## config.mk

```make
export PLATFORM = sky130hd
export DESIGN_NAME = sipo_rx
export DESIGN_NICKNAME = d
export VERILOG_FILES = /design/src/rtl/sipo_rx.sv
export SDC_FILE = /design/constraint.sdc
export NUM_CORES = 1
export LEC_CHECK = 0
export BUFFER_PORTS_ARGS = -buffer_cell sky130_fd_sc_hd__buf_2
export CORE_ASPECT_RATIO = 0.9
export CORE_MARGIN = 2
export CORE_UTILIZATION = 55
export CTS_CLUSTER_SIZE = 16
export DETAILED_ROUTE_END_ITERATION = 12
export HOLD_SLACK_MARGIN = 0.12
export PLACE_DENSITY = 0.79
export SLEW_MARGIN = 20
export SYNTH_ARGS = -nofsm -noshare
export SYNTH_HDL_FRONTEND = slang
export SYNTH_SLANG_ARGS = --single-unit
```

## constraint.sdc

```tcl
create_clock -name clk -period 2.15 [get_ports clk]
set_input_delay 0.215 -clock clk [delete_from_list [all_inputs] [get_ports clk]]
set_output_delay 0.215 -clock clk [all_outputs]
set_load 0.03 [all_outputs]
```

## src/rtl/sipo_rx.sv

```systemverilog
// Serial-in parallel-out frame receiver: ss-framed, LSB-first, with a lead-in
// delay, single-word output buffer, valid/ack handshake and overrun/abort flags.
module sipo_rx #(
   parameter int WIDTH = 16,
   parameter int LEAD  = 2
) (
   input  logic             clk,
   input  logic             rst,
   input  logic             ss,
   input  logic             mosi,
   input  logic             ack,
   output logic [WIDTH-1:0] data,
   output logic             valid,
   output logic             busy,
   output logic             overrun,
   output logic             frame_err
);

   localparam int BW = $clog2(WIDTH + 1);
   localparam int LW = (LEAD < 1) ? 1 : $clog2(LEAD + 1);
   localparam logic [BW-1:0] BIT_LAST  = BW'(WIDTH - 1);
   localparam logic [LW-1:0] LEAD_LAST = LW'(LEAD - 1);
   // A lead of 0 or 1 edge is fully consumed by the IDLE exit edge itself.
   localparam logic          SKIP_LEAD = (LEAD <= 1) ? 1'b1 : 1'b0;

   typedef enum logic [1:0] {
      ST_IDLE  = 2'd0,
      ST_LEAD  = 2'd1,
      ST_SHIFT = 2'd2,
      ST_DONE  = 2'd3
   } state_t;

   state_t           state_q, state_d;
   logic [LW-1:0]    lead_cnt_q, lead_cnt_d;
   logic [BW-1:0]    bit_cnt_q, bit_cnt_d;
   logic [WIDTH-1:0] shift_q, shift_d;
   logic [WIDTH-1:0] data_q, data_d;
   logic             valid_q, valid_d;
   logic             busy_q, busy_d;
   logic             overrun_q, overrun_d;
   logic             frame_err_q, frame_err_d;
   logic             armed_q, armed_d;
   logic [WIDTH-1:0] next_word;

   // State, datapath and output registers with asynchronous reset.
   always_ff @(posedge clk or posedge rst) begin
      if (rst) begin
         state_q     <= ST_IDLE;
         lead_cnt_q  <= '0;
         bit_cnt_q   <= '0;
         shift_q     <= '0;
         data_q      <= '0;
         valid_q     <= 1'b0;
         busy_q      <= 1'b0;
         overrun_q   <= 1'b0;
         frame_err_q <= 1'b0;
         armed_q     <= 1'b0;
      end else begin
         state_q     <= state_d;
         lead_cnt_q  <= lead_cnt_d;
         bit_cnt_q   <= bit_cnt_d;
         shift_q     <= shift_d;
         data_q      <= data_d;
         valid_q     <= valid_d;
         busy_q      <= busy_d;
         overrun_q   <= overrun_d;
         frame_err_q <= frame_err_d;
         armed_q     <= armed_d;
      end
   end

   // Next-state, shift datapath, handshake and flag logic.
   always_comb begin
      state_d     = state_q;
      lead_cnt_d  = lead_cnt_q;
      bit_cnt_d   = bit_cnt_q;
      shift_d     = shift_q;
      data_d      = data_q;
      valid_d     = valid_q;
      overrun_d   = overrun_q;
      frame_err_d = 1'b0;
      // A frame may only start after ss has been seen high, so a reset taken
      // with ss held low cannot resume a stale frame.
      armed_d     = ss;
      next_word   = {mosi, shift_q[WIDTH-1:1]};

      if (valid_q && ack) begin
         valid_d   = 1'b0;
         overrun_d = 1'b0;
      end else begin
         valid_d   = valid_q;
         overrun_d = overrun_q;
      end

      case (state_q)
         ST_IDLE: begin
            if (!ss && armed_q) begin
               shift_d = '0;
               if (SKIP_LEAD) begin
                  state_d   = ST_SHIFT;
                  bit_cnt_d = '0;
               end else begin
                  state_d    = ST_LEAD;
                  lead_cnt_d = LW'(1);
               end
            end else begin
               state_d = ST_IDLE;
            end
         end
         ST_LEAD: begin
            if (ss) begin
               state_d     = ST_IDLE;
               frame_err_d = 1'b1;
               lead_cnt_d  = '0;
            end else if (lead_cnt_q == LEAD_LAST) begin
               state_d   = ST_SHIFT;
               bit_cnt_d = '0;
            end else begin
               lead_cnt_d = lead_cnt_q + LW'(1);
            end
         end
         ST_SHIFT: begin
            if (ss) begin
               state_d     = ST_IDLE;
               frame_err_d = 1'b1;
               bit_cnt_d   = '0;
            end else begin
               shift_d   = next_word;
               bit_cnt_d = bit_cnt_q + BW'(1);
               if (bit_cnt_q == BIT_LAST) begin
                  state_d = ST_DONE;
                  // A simultaneous ack frees the buffer in time for the new word.
                  if (!valid_q || ack) begin
                     data_d  = next_word;
                     valid_d = 1'b1;
                  end else begin
                     overrun_d = 1'b1;
                  end
               end else begin
                  state_d = ST_SHIFT;
               end
            end
         end
         ST_DONE: begin
            if (ss) begin
               state_d = ST_IDLE;
            end else begin
               state_d = ST_DONE;
            end
         end
         default: begin
            state_d = ST_IDLE;
         end
      endcase

      busy_d = (state_d == ST_LEAD) || (state_d == ST_SHIFT);
   end

   assign data      = data_q;
   assign valid     = valid_q;
   assign busy      = busy_q;
   assign overrun   = overrun_q;
   assign frame_err = frame_err_q;

endmodule

```

==> impl_metrics.tcl <==
set metrics [dict create \
    post_drt_wl_per_cell_um 14.6 \
    synth_seq_area_share_pct 55.4 \
    nNetsFinal 224 \
    ys_warn_count 0 \
    max-slew-margin-rel_pct 60.7 \
    cp_max_fo 12 \
    clk_path_buf_depth 2 \
    path_class "flip-flop to flip-flop" \
    hold_buffers 2 \
    critPathCaptureType "flip-flop" \
    ys_types 34 \
    worstMarginPinSlew_ns 0.585 \
    drtIter0Drc 114 \
    worstReg2RegStart "bit_cnt_q[0]" \
    synth_area_sq_mm 0.00203 \
    postCtsSetupRepairBufs 0 \
    finalSetupTns_ns 0 \
    cts_tree "yes" \
    rr_worst_depth 7 \
    clock_latency_ns 0.29 \
    start_util_pct 58.9 \
    grt_max_degree 31 \
    cts_max_level 2 \
    synthTopCellsByCount "45 x dfrtp_1, 34 x nand2_1, 26 x o21ai_0" \
    grt_pass1_vias 1440 \
    reg2reg_slack_ns 0.23 \
    drive_gt1_share_pct 26.4 \
    setup_viol 0 \
    multiInputGateArea_sq_um 820 \
    grt_usage_pct 21.4 \
    async_flop_share_pct 100 \
    crit_arrival_ns 2.10 \
    status "complete, no violations" \
    grt_pass1_wl_um 6420 \
    insertedDiodeCount 0 \
    synth_area_per_cell_sq_um 11.3 \
    num_vias 1366 \
    fp.dieH_um 61.7 \
    ir_drop_uv 521 \
    gp_congestion 0.864 \
    setup.worst_path.start "bit_cnt_q[0]" \
    ioPinCount 25 \
    cp_common_cell "ha_1" \
    root_buffer "clkbuf_8" \
    routed_wirelength_um 3730 \
    maxSlewViolCount 0 \
    slowest_delay_ns 0.41 \
    rsz0062_at_grt "false" \
    power_density_mw_per_mm2 753 \
    yosys.area_share.simple_pct 11.6 \
    synth_top_cell_by_area "dfrtp_1" \
    rows 20 \
    die_w_um 68.1 \
    synth_compound_area_share_pct 11.6 \
    cp_data_required_time_ns 2.33 \
    power_mw 1.75 \
    worstHoldStart "ss" \
    antenna_found_initial 0 \
    synth.most_common_cell "dfrtp_1" \
    clk_pin_slew_ns 0.08 \
    synth_seq_cells 45 \
    whs_path_depth 1 \
    drtAntennaViolNets 0 \
    cts_resized 0 \
    synth_top_family_by_area "multiplexers" \
    register_area_sq_mm 0.00113 \
    synth_mux_area_share_pct 11.7 \
    critPathSlowestCell "dfrtp_1" \
    drv_cap 0 \
    grt_overflow 0 \
    hold_viol 0 \
    synth_area_leaders "dfrtp_1 55%, mux2_4 7.4%, o21ai_0 6.4%, nand2_1 6.3%, ha_1 4.9%" \
    drtPass1Iterations 5 \
    crit_chain "ha_1 > and3_1 > ha_1 > nand2_2 > a21oi_4 > buf_4 > mux2_2" \
    synth_fa_ha_area_share_pct 4.92 \
    numCtsBuffers 5 \
    min_path_type "primary input to flip-flop" \
    fin_crit_ns 1.92 \
    postSynthCellCount 180 \
    clock_sinks 45 \
    vias_per_cell 5.34 \
    r2r-end "data[13]" \
    synth_xor_xnor_area_share_pct 0.431 \
    clock-skew-final_ns 0.00582 \
    cp-start-kind "flip-flop" \
    dp_hpwl_um 2670 \
    synthFlopType "dfrtp_1" \
    syn_to_final_growth_pct 14.2 \
    max_freq_mhz 520 \
    worst_hold_path.endpoint "armed_q" \
    synth_edf_count 0 \
    nFillCells 260 \
    p_leak_nw 1.16 \
    fin_crit_sh_pct 89.4 \
    dieArea_sq_mm 0.00420 \
    synth_fp_nets 193 \
    drc 0 \
    yosys.area.top_type_share_pct 55.4 \
    port_buffers 24 \
    coreArea_sq_mm 0.00345 \
]
[worst max-delay path by stage]
stage	endpoint	slack, ns	depth (start not counted)
final	data[13]	0.23	7
after global routing	shift_q[8]	0.13	7
after CTS	data[13]	0.22	7
after detailed placement	data[10]	0.23	7
after global placement	data[13]	0.32	7
after floorplan	busy	0.37	6
[cell families (layout without fill, tap and decap cells)]
| group | after synthesis | count (layout) |
|---|---|---|
| buffers and inverters | 16 | 48 |
| DFF | 45 | 45 |
| adders and majority gates | 8 | 8 |
| muxes | 18 | 18 |
| AOI/OAI and AO/OA | 40 | 40 |
| xor gates and xnor gates | 1 | 1 |
| and+or+nand+nor | 52 | 52 |
[cell type report]
cell class | count | share of cell area (%)
clock inverters | 2 | 1.67
flip-flops and latches | 45 | 48.5
inverters | 9 | 1.45
well taps | 44 | 2.37
repair buffers | 31 | 7.65
clock buffers | 6 | 3.12
multi-input cells | 119 | 35.3
[where the power goes]
group	internal (mW)	switching, mW	total, mW
Combinational	0.0793	0.128	0.207
Clock	0.349	0.291	0.640
Sequential	0.875	0.0270	0.902
[critical path, delay by kind of cell, from the launching register on]
family / cells / cell delay (ns)
fa+ha+maj: 2 / 0.42
buf+inv: 1 / 0.24
mux: 1 / 0.36
compound gates: 1 / 0.12
flops: 1 / 0.41
simple gates: 2 / 0.25
[cells in the final DEF, fill, tap and decap left out, types with 2 or more instances in the layout]
cell           instances
dlygate4sd3_1          2
a21oi_1                4
a31oi_1                2
dfrtp_1               45
mux2_4                10
nand2_1               34
mux2i_1                2
buf_4                  5
mux2_2                 6
nand2b_1               3
o21ai_0               26
nor2_1                 5
inv_1                  8
ha_1                   8
clkbuf_8               5
o21a_1                 3
buf_2                 24
[per-layer routing]
| layer | GRT usage (%) | vias to the layer above | part of all wire (%) |
|---|---|---|---|
| met5 | 0 | - | 0 |
| met2 | 36.1 | 39 | 51 |
| met1 | 26.4 | 654 | 44 |
| met3 | 5.95 | 4 | 4.3 |
| met4 | 8.29 | 0 | 0.80 |
| li1 | - | 669 | - |
[metrics by stage]
step | std cells | worst slack, ns | hold WS, ns | util (%) | area (sq um)
floorplan | 180 | 0.375 | 0.246 | - | 2030
global placement | 246 | 0.325 | 0.220 | 63.5 | 2190
detailed placement | 246 | 0.235 | 0.231 | 63.5 | 2190
CTS | 256 | 0.218 | 0.148 | 67.3 | 2320
global route | 256 | 0.131 | 0.152 | 67.3 | 2320
finish | 256 | 0.228 | 0.155 | 67.3 | 2320
[state kept, by name, indices dropped and copies added (netlist names)]
signal and cells:
data 16, shift_q 15, bit_cnt_q 5, lead_cnt_q 2
state_q 2, armed_q 1, busy 1, frame_err 1
overrun 1, valid 1
Power figures use the tool's default switching activity.
